[src/rtl/data_mux_scheduler.sv]
// data_mux_scheduler: round-robin slot scheduler sharing one symbol lane among three byte streams
module data_mux_scheduler #(
  parameter int DATA_W = 8,
  parameter int CNT_W = 3,
  parameter logic [DATA_W-1:0] FILL = '0
) (
  input  logic              clk,
  input  logic              rst_n,
  input  logic              symbol_tick,
  input  logic [1:0]        mode,
  input  logic [CNT_W-1:0]  switch_clk_cycles,
  input  logic [DATA_W-1:0] ds1_data,
  input  logic              ds1_valid,
  output logic              ds1_ready,
  input  logic [DATA_W-1:0] ds2_data,
  input  logic              ds2_valid,
  output logic              ds2_ready,
  input  logic [DATA_W-1:0] ds3_data,
  input  logic              ds3_valid,
  output logic              ds3_ready,
  output logic [DATA_W-1:0] mux_data,
  output logic              mux_valid,
  output logic [1:0]        mux_sel,
  output logic              frame_start,
  output logic              underrun
);
  typedef enum logic [1:0] {IDLE, LOAD, ACTIVE} state_t;
  state_t state, state_nx;
  logic [1:0] slot, mode_q;
  logic [CNT_W-1:0] cnt, dwell_q, cnt_inc, sw_eff;
  logic first_q, tick_act, sel_valid, dwell_end, wrap;
  logic [DATA_W-1:0] sel_data;
  assign tick_act = (state == ACTIVE) && symbol_tick;
  assign cnt_inc = cnt + CNT_W'(1);
  assign sw_eff = (switch_clk_cycles == '0) ? CNT_W'(1) : switch_clk_cycles;
  assign dwell_end = (cnt_inc == dwell_q);
  assign wrap = dwell_end && (slot == mode_q - 2'd1);
  assign sel_valid = (slot == 2'd0) ? ds1_valid : (slot == 2'd1) ? ds2_valid : ds3_valid;
  assign sel_data = (slot == 2'd0) ? ds1_data : (slot == 2'd1) ? ds2_data : ds3_data;
  assign ds1_ready = tick_act && (slot == 2'd0) && ds1_valid;
  assign ds2_ready = tick_act && (slot == 2'd1) && ds2_valid;
  assign ds3_ready = tick_act && (slot == 2'd2) && ds3_valid;
  // state register
  always_ff @(posedge clk or negedge rst_n)
    if (!rst_n) state <= IDLE;
    else state <= state_nx;
  // next state: a frame only ends into IDLE when the relatched mode is off
  always_comb begin
    state_nx = state;
    if (state == IDLE) state_nx = (mode != 2'd0) ? LOAD : IDLE;
    else if (state == LOAD) state_nx = (mode != 2'd0) ? ACTIVE : IDLE;
    else if (tick_act && wrap && mode == 2'd0) state_nx = IDLE;
  end
  // slot/dwell tracking and registered output lane
  always_ff @(posedge clk or negedge rst_n)
    if (!rst_n) begin
      slot <= '0;
      cnt <= '0;
      mode_q <= '0;
      dwell_q <= '0;
      first_q <= 1'b0;
      mux_data <= '0;
      mux_valid <= 1'b0;
      mux_sel <= '0;
      frame_start <= 1'b0;
      underrun <= 1'b0;
    end else begin
      mux_valid <= 1'b0;
      frame_start <= 1'b0;
      underrun <= 1'b0;
      if (state == LOAD) begin
        mode_q <= mode;
        dwell_q <= sw_eff;
        slot <= '0;
        cnt <= '0;
        first_q <= 1'b1;
      end
      if (tick_act) begin
        mux_valid <= 1'b1;
        mux_data <= sel_valid ? sel_data : FILL;
        underrun <= !sel_valid;
        mux_sel <= slot;
        frame_start <= first_q;
        first_q <= 1'b0;
        cnt <= dwell_end ? '0 : cnt_inc;
        if (wrap) begin
          slot <= '0;
          first_q <= 1'b1;
          mode_q <= mode;
          dwell_q <= sw_eff;
        end else if (dwell_end) slot <= slot + 2'd1;
      end
    end
endmodule

[config.mk]
export PLATFORM = sky130hd
export DESIGN_NAME = data_mux_scheduler
export DESIGN_NICKNAME = d
export VERILOG_FILES = /design/src/rtl/data_mux_scheduler.sv
export SDC_FILE = /design/constraint.sdc
export NUM_CORES = 1
export LEC_CHECK = 0
export ABC_AREA = 1
export CORE_ASPECT_RATIO = 0.7
export CORE_MARGIN = 10
export CORE_UTILIZATION = 49
export DETAILED_ROUTE_END_ITERATION = 10
export PLACE_DENSITY_LB_ADDON = 0.25
export SLEW_MARGIN = 25
export SYNTH_ARGS = -nofsm -noshare
export SYNTH_HDL_FRONTEND = slang
export SYNTH_SLANG_ARGS = --single-unit
[constraint.sdc]
create_clock -name clk -period 3.65 [get_ports clk]
set_clock_uncertainty 0.2 [all_clocks]
set_input_delay 1.095 -clock clk [delete_from_list [all_inputs] [get_ports clk]]
set_output_delay 1.095 -clock clk [all_outputs]
set_load 0.03 [all_outputs]
==> run metrics, run 1 <==
headroom to the max-slew limit=76.76%; clk sinks=26; Data arrival, critical path=2100 ps; vias in the first global route=1415; minimum clock period after layout=3398 ps; global-route wire length before repair=6.831 mm; CTS tree=done; final hold slack=283.8 ps; Mapped Avg Cell Area=7.814 um2; warnings from Yosys=0; cell chain of the critical path=clkdlybuf4s50_1 -> nand3_4 -> nor2_1 -> buf_4; clock transition at the registers of the reported paths=90 ps; Ports=51; vias per std cell=4.969; Total Routed Length=about 4.0 mm; top post-synthesis cells by area=dfrtp_1, nand2_1, inv_1, mux2i_1, o21ai_0; cell family with most CP delay=buffers and inverters; Leak Pwr=1.041 nW; list of most frequent post-synthesis cells=nand2_1, dfrtp_1, inv_1, o21ai_0, nor2_1; part of the cycle the worst path needs=93.10%; Die Ht=67.25 um; GRT Total Usage=between 10 and 15%; DP Worst Slack=250.7 ps; vias after detailed routing=approximately 1.4k; Horiz. Die Dim=just under 90 um; CTS root buf=clkbuf_8; RePlAce Congestion=0.8399; crit-path max cell delay=500 ps; initial antenna violation count=0; die area=5884 um2; Placed Instances=287; worst hold-check path type=flip-flop to flip-flop; Fmax=294.3 MHz; most common flop cell mapped by yosys=dfrtp_1; core area=3105 um2; port bufs=50; FF+latch count, synth=26; H-tree levels=1; critical path required time=2350 ps; Final Slew Violations=0; max_cap viols=0; pin count of the biggest net entering global routing=27; Setup Viol. Count Final=0; worst vdd ir=0.0004172 V; Tot Pwr=around 0.0016 W; Fin Setup TNS=0 ps; Post-DRT Antenna Nets=0; Worst Max-Slew Pin Slew=approximately 350 ps; Netlist Area Pre-Place=between 1500 and 2000 um2; setup slack after layout=about 250 ps; P&R area growth vs syn=36.83%; Post-CTS Hold Buffers=0; post-CTS setup buffer count=0; # resized after CTS=0; Row Count=17; total grt overflow=0; CTS max path bufs=2; Detail Placement HPWL=3.305 mm; initial core utilization=50.32%; Setup Crit Path Kind=input pin to output port; ant diodes=0; DRC viols=0; slowest CP cell=clkdlybuf4s50_1; status=finished, final reports clean; Post-Synthesis Cells=200; Non-Filler Instances=290; Pwr Density=around 750 nW/um2; RSZ-0062 raised after global routing=no; DR iter-0 viols=85; cell taking the most area after synthesis=dfrtp_1; CP startpoint kind=input pin; Skew-Pair Late Insertion Delay=270 ps; Synth top area share=41.63%; Buf/Inv on CP=2; synth unique cells=24; synthesized net count=around 240; EDFF count, synth=0; Fin. Hold Viols=0; most frequent cell after synthesis=nand2_1; CP Max Fanout=11; DRT Pass-1 Iters=4; drt wl/cell=13.87 um; cts bufs inserted=3; CP Capture Type=output port; Fill cells=261; ys async rst share=100.0%; sequential area share after synthesis=41.63%; layout cells sized above 1=11.90%; Total Nets Final=293
## report_power, final
group | switching [W] | internal [W] | leakage (nW)
Combinational | 0.000594 | 0.000364 | 0.688
Clock | 0.0000849 | 0.0000739 | 0.0216
Sequential | 0.0000814 | 0.000403 | 0.331
Total | 0.000760 | 0.000841 | 1.04
## per-stage QoR
step	util [%]	area, um2
4_1_cts	68.86	2138
2_1_floorplan	-	1563
5_1_grt	68.86	2138
3_5_place_dp	67.53	2097
6_report	68.86	2138
3_3_place_gp	67.53	2097
## registers in the layout (all words and copies together) (netlist names)
register,count
dwell_q,3
cnt,3
slot,2
underrun,1
mode_q,2
state,2
mux_data,8
mux_valid,1
mux_sel,2
frame_start,1
first_q,1
## layer usage
layer  share of wire (%)  track usage [%]  up-vias  routed length [um]
li1                    -                -      741                   -
met3                 4.6            4.207        2                 186
met4                0.27            1.190        0                  11
met1                  48            19.09      671                1932
met2                  47            23.55       27                1893
met5                   0                0        -                   0
## cell usage in the layout (no fill, tap or decap), types with 4 or more instances in the layout
cell	instances
o21ai_1	10
nand3_1	9
clkdlybuf4s50_1	47
ha_1	4
nand2_2	5
mux2i_1	8
dfrtp_1	26
nor2_1	11
inv_1	23
nand2_1	64
o21ai_0	15
buf_4	7
## tightest hold or removal path: cells and delay by family (launching register included)
kind,cells,cell delay (ps)
and+or+nand+nor,1,60
AOI/OAI and AO/OA,1,40
DFF,1,350
## layout make-up
type	instances	area (um2)	share of cell area, %
Multi-Input combinational cell	141	765.7	35.81
Sequential cell	26	650.6	30.43
Timing Repair Buffer	54	523.0	24.46
Inverter	28	110.1	5.149
Tap cell	38	47.55	2.224
Clock buffer	3	41.29	1.931
## kinds of logic after synthesis
family	Yosys count	share of synthesized area (%)
adder cells (fa/ha/maj)	4	3.203
buffers and inverters	33	9.367
AND/OR/NAND/NOR	97	29.14
multiplexers	8	5.124
flip-flops	26	41.63
AO/OA/AOI/OAI	32	11.53
## final timing paths
kind | cells after the start | startpoint | slack (ps) | endpoint
max | 4 | symbol_tick | 250 | ds3_ready
min | 2 | mux_sel[1]$_DFFE_PN0N_ | 280 | mux_sel[1]$_DFFE_PN0N_
max reg2reg | 8 | slot[1]$_DFF_PN0_ | 1740 | mux_data[0]$_DFFE_PN0N_
min reg2reg | 2 | mux_sel[1]$_DFFE_PN0N_ | 280 | mux_sel[1]$_DFFE_PN0N_
max in group asynchronous | 2 | rst_n | 2010 | dwell_q[0]$_DFF_PN0_
min in group asynchronous | 2 | rst_n | 980 | mux_sel[0]$_DFFE_PN0N_
Power figures use the tool's default switching activity.
==> inputs of run 2 (changes only) <==
--- a/config.mk
+++ b/config.mk
@@ -9,7 +9,9 @@
 export CORE_ASPECT_RATIO = 0.7
 export CORE_MARGIN = 10
 export CORE_UTILIZATION = 49
+export CTS_CLUSTER_DIAMETER = 50
 export DETAILED_ROUTE_END_ITERATION = 10
+export HOLD_SLACK_MARGIN = 0.05
 export PLACE_DENSITY_LB_ADDON = 0.25
 export SLEW_MARGIN = 25
 export SYNTH_ARGS = -nofsm -noshare
==> constraint.sdc (replaced) <==
create_clock -name clk -period 3.65 [get_ports clk]
set_clock_uncertainty 0.2 [all_clocks]
set_input_delay 0.73 -clock clk [delete_from_list [all_inputs] [get_ports clk]]
set_output_delay 0.73 -clock clk [all_outputs]
set_load 0.03 [all_outputs]
==> run 2 against run 1 <==
  * Worst hold slack better by 15 ps
  * Register-to-register slack better by 30 ps
  * Sequential power hardly changed
  * Clock-buffer cell count stayed put
  * First-iteration DRC count is 2.4% higher
  * Critical path depth stayed put
  * Sequential share of layout area is 0.52 points lower
  * Largest cell class unchanged
  * Fmax is 7.4% higher
  * Die area stayed put
  * Cell count is 0.34% higher
  * Critical path type unchanged
==> run metrics, run 2 (synthesis results as in run 1) <==
Leak Pwr=1.050 nW (+0.79%); Detail Placement HPWL=3.262 mm (-1.3%); DRT Pass-1 Iters=4 (unchanged); cts bufs inserted=3 (unchanged); Fin Setup TNS=0 ps (unchanged); clock power share=14.1% (+4.2 points); status=finished, final reports clean; Total Nets Final=293 (unchanged); most frequent cells in the layout=nand2_1, clkdlybuf4s50_1, dfrtp_1, inv_1, o21ai_0; Seq pwr share=28.6% (-1.6 points); DR iter-0 viols=87 (+2.4%); worst-case reg-to-reg path depth=10 (+2); DRC viols=0 (unchanged); RePlAce Congestion=0.8078 (-3.8%); pin count of the biggest net entering global routing=27 (unchanged); CP Max Fanout=13 (+2); Setup Viol. Count Final=0 (unchanged); drt wl/cell=14.02 um (+1.1%); Fill cells=263 (+0.77%); Skew-Pair Late Insertion Delay=270 ps (about the same); CTS tree=done; Fin. Hold Viols=0 (unchanged); Top Registers=mux_data x8, cnt x3, dwell_q x3; critical path required time=2720 ps (+370 ps); Post-CTS Hold Buffers=0 (unchanged); initial core utilization=50.32% (unchanged); Final Slew Violations=0 (unchanged); worst vdd ir=0.0004101 V (-1.7%); max_cap viols=0 (unchanged); GRT Total Usage=14.76% (+0.39 points); Non-Filler Instances=291 (+0.34%); Data arrival, critical path=2240 ps (+140 ps); Total Routed Length=4.081 mm (+1.4%); layout cells sized above 1=11.07% (-0.84 points); die area=5884 um2 (unchanged); headroom to the max-slew limit=77.61% (+0.85 points); initial antenna violation count=0 (unchanged); Horiz. Die Dim=87.50 um (unchanged); core area=3105 um2 (unchanged); clock transition at the registers of the reported paths=90 ps (about the same); Internal Power=0.0009153 W (+8.9%); Die Ht=67.25 um (unchanged); max reg flops=8 (unchanged); Post-DRT Antenna Nets=0 (unchanged); most flop-heavy register=mux_data; Fmax=315.9 MHz (+7.4%); vias after detailed routing=1430 (-0.76%); port bufs=50 (unchanged); most common cell after layout, fill and taps aside=nand2_1; CP startpoint kind=input pin; P&R area growth vs syn=39.23%; clk sinks=26 (unchanged); minimum clock period after layout=3165 ps (-232.7 ps); Worst Max-Slew Pin Slew=334.8 ps (-12.69 ps); worst hold-check path type=flip-flop to flip-flop; Setup Crit Path Kind=input pin to output port; total grt overflow=0 (unchanged); RSZ-0062 raised after global routing=no; Row Count=17 (unchanged); Pwr Density=776.6 nW/um2 (+3.7%); post-CTS setup buffer count=0 (unchanged); CP Capture Type=output port; Psw=0.0007745 W (+1.9%); Placed Instances=287 (unchanged); # resized after CTS=0 (unchanged); vias per std cell=4.914 (-1.1%); CTS max path bufs=2 (unchanged); CTS root buf=clkbuf_8; global-route wire length before repair=6.886 mm (+0.81%); part of the cycle the worst path needs=86.72% (-6.4 points); H-tree levels=1 (unchanged); Ports=51 (unchanged); power share of the combinational group=57.3% (-2.5 points); Tot Pwr=0.001690 W (+5.6%); ant diodes=0 (unchanged); switch share=45.83% (-1.6 points); Min-Delay Path Depth=2 (unchanged); vias in the first global route=1424 (+0.64%)
run 2: cell types whose count changed in the layout (fill, tap and decap cells not counted):
| cell | previous run | this run |
|---|---|---|
| bufinv_16 | 0 | 1 |
| clkdlybuf4s50_1 | 47 | 50 |
| buf_4 | 7 | 4 |
run 2: final cells by class:
| cell class | instances | area (um2) | area share, % |
|---|---|---|---|
| clock buffers | 3 | 41.29 | 1.898 |
| clock inverters | 1 | 30.03 | 1.380 |
| inverters | 28 | 110.1 | 5.060 |
| multi-input cells | 141 | 765.7 | 35.19 |
| flip-flops and latches | 26 | 650.6 | 29.90 |
| well taps | 38 | 47.55 | 2.185 |
| repair buffers | 54 | 530.5 | 24.38 |
run 2: worst paths after layout:
kind / start / endpoint / slack (ps)
min in group asynchronous: rst_n / mux_data[1]$_DFFE_PN0N_ / 610
setup / recovery: symbol_tick / ds1_ready / 480
setup reg to reg: cnt[0]$_DFFE_PN0P_ / state[1]$_DFFE_PN0P_ / 1770
max in group asynchronous: rst_n / dwell_q[0]$_DFF_PN0_ / 2390
hold reg to reg: mux_data[1]$_DFFE_PN0N_ / mux_data[1]$_DFFE_PN0N_ / 300
hold / removal: mux_data[1]$_DFFE_PN0N_ / mux_data[1]$_DFFE_PN0N_ / 300
run 2: power groups by stage:
| stage | Sequential (W) | Clock, W | Combinational [W] |
|---|---|---|---|
| 6_report | 0.000484 | 0.000238 | 0.000968 |
| 2_1_floorplan | 0.000575 | 0 | 0.000592 |
| 5_1_grt | 0.000504 | 0.000259 | 0.00108 |
| 4_1_cts | 0.000484 | 0.000243 | 0.000975 |
| 3_3_place_gp | 0.000483 | 0 | 0.000945 |
| 3_5_place_dp | 0.000488 | 0 | 0.000961 |
run 2: per-stage QoR:
stage / setup WS, ps / hold WS, ps / area [um2] / utilization (%)
5_1_grt: 400.2 / 320.5 / 2176 / 70.06
3_5_place_dp: 476.9 / 282.7 / 2105 / 67.77
6_report: 484.7 / 298.4 / 2176 / 70.06
2_1_floorplan: 1205 / 234.4 / 1563 / -
4_1_cts: 477.2 / 304.1 / 2176 / 70.06
3_3_place_gp: 489.1 / 270.5 / 2105 / 67.77
run 2: worst max-delay path, stage by stage:
cell and delay (ps):
clkdlybuf4s50_1 500, nand3_4 180, nor2_1 140, clkdlybuf4s50_1 680
run 2: layer usage:
layer / share of wire, % / track usage [%] / vias up / wire [um]
li1: - / - / 739 / -
met1: 43 / 16.80 / 655 / 1775
met2: 49 / 25.36 / 27 / 1995
met3: 6.2 / 5.409 / 9 / 255
met4: 1.3 / 4.762 / 0 / 54
met5: 0 / 0 / - / 0
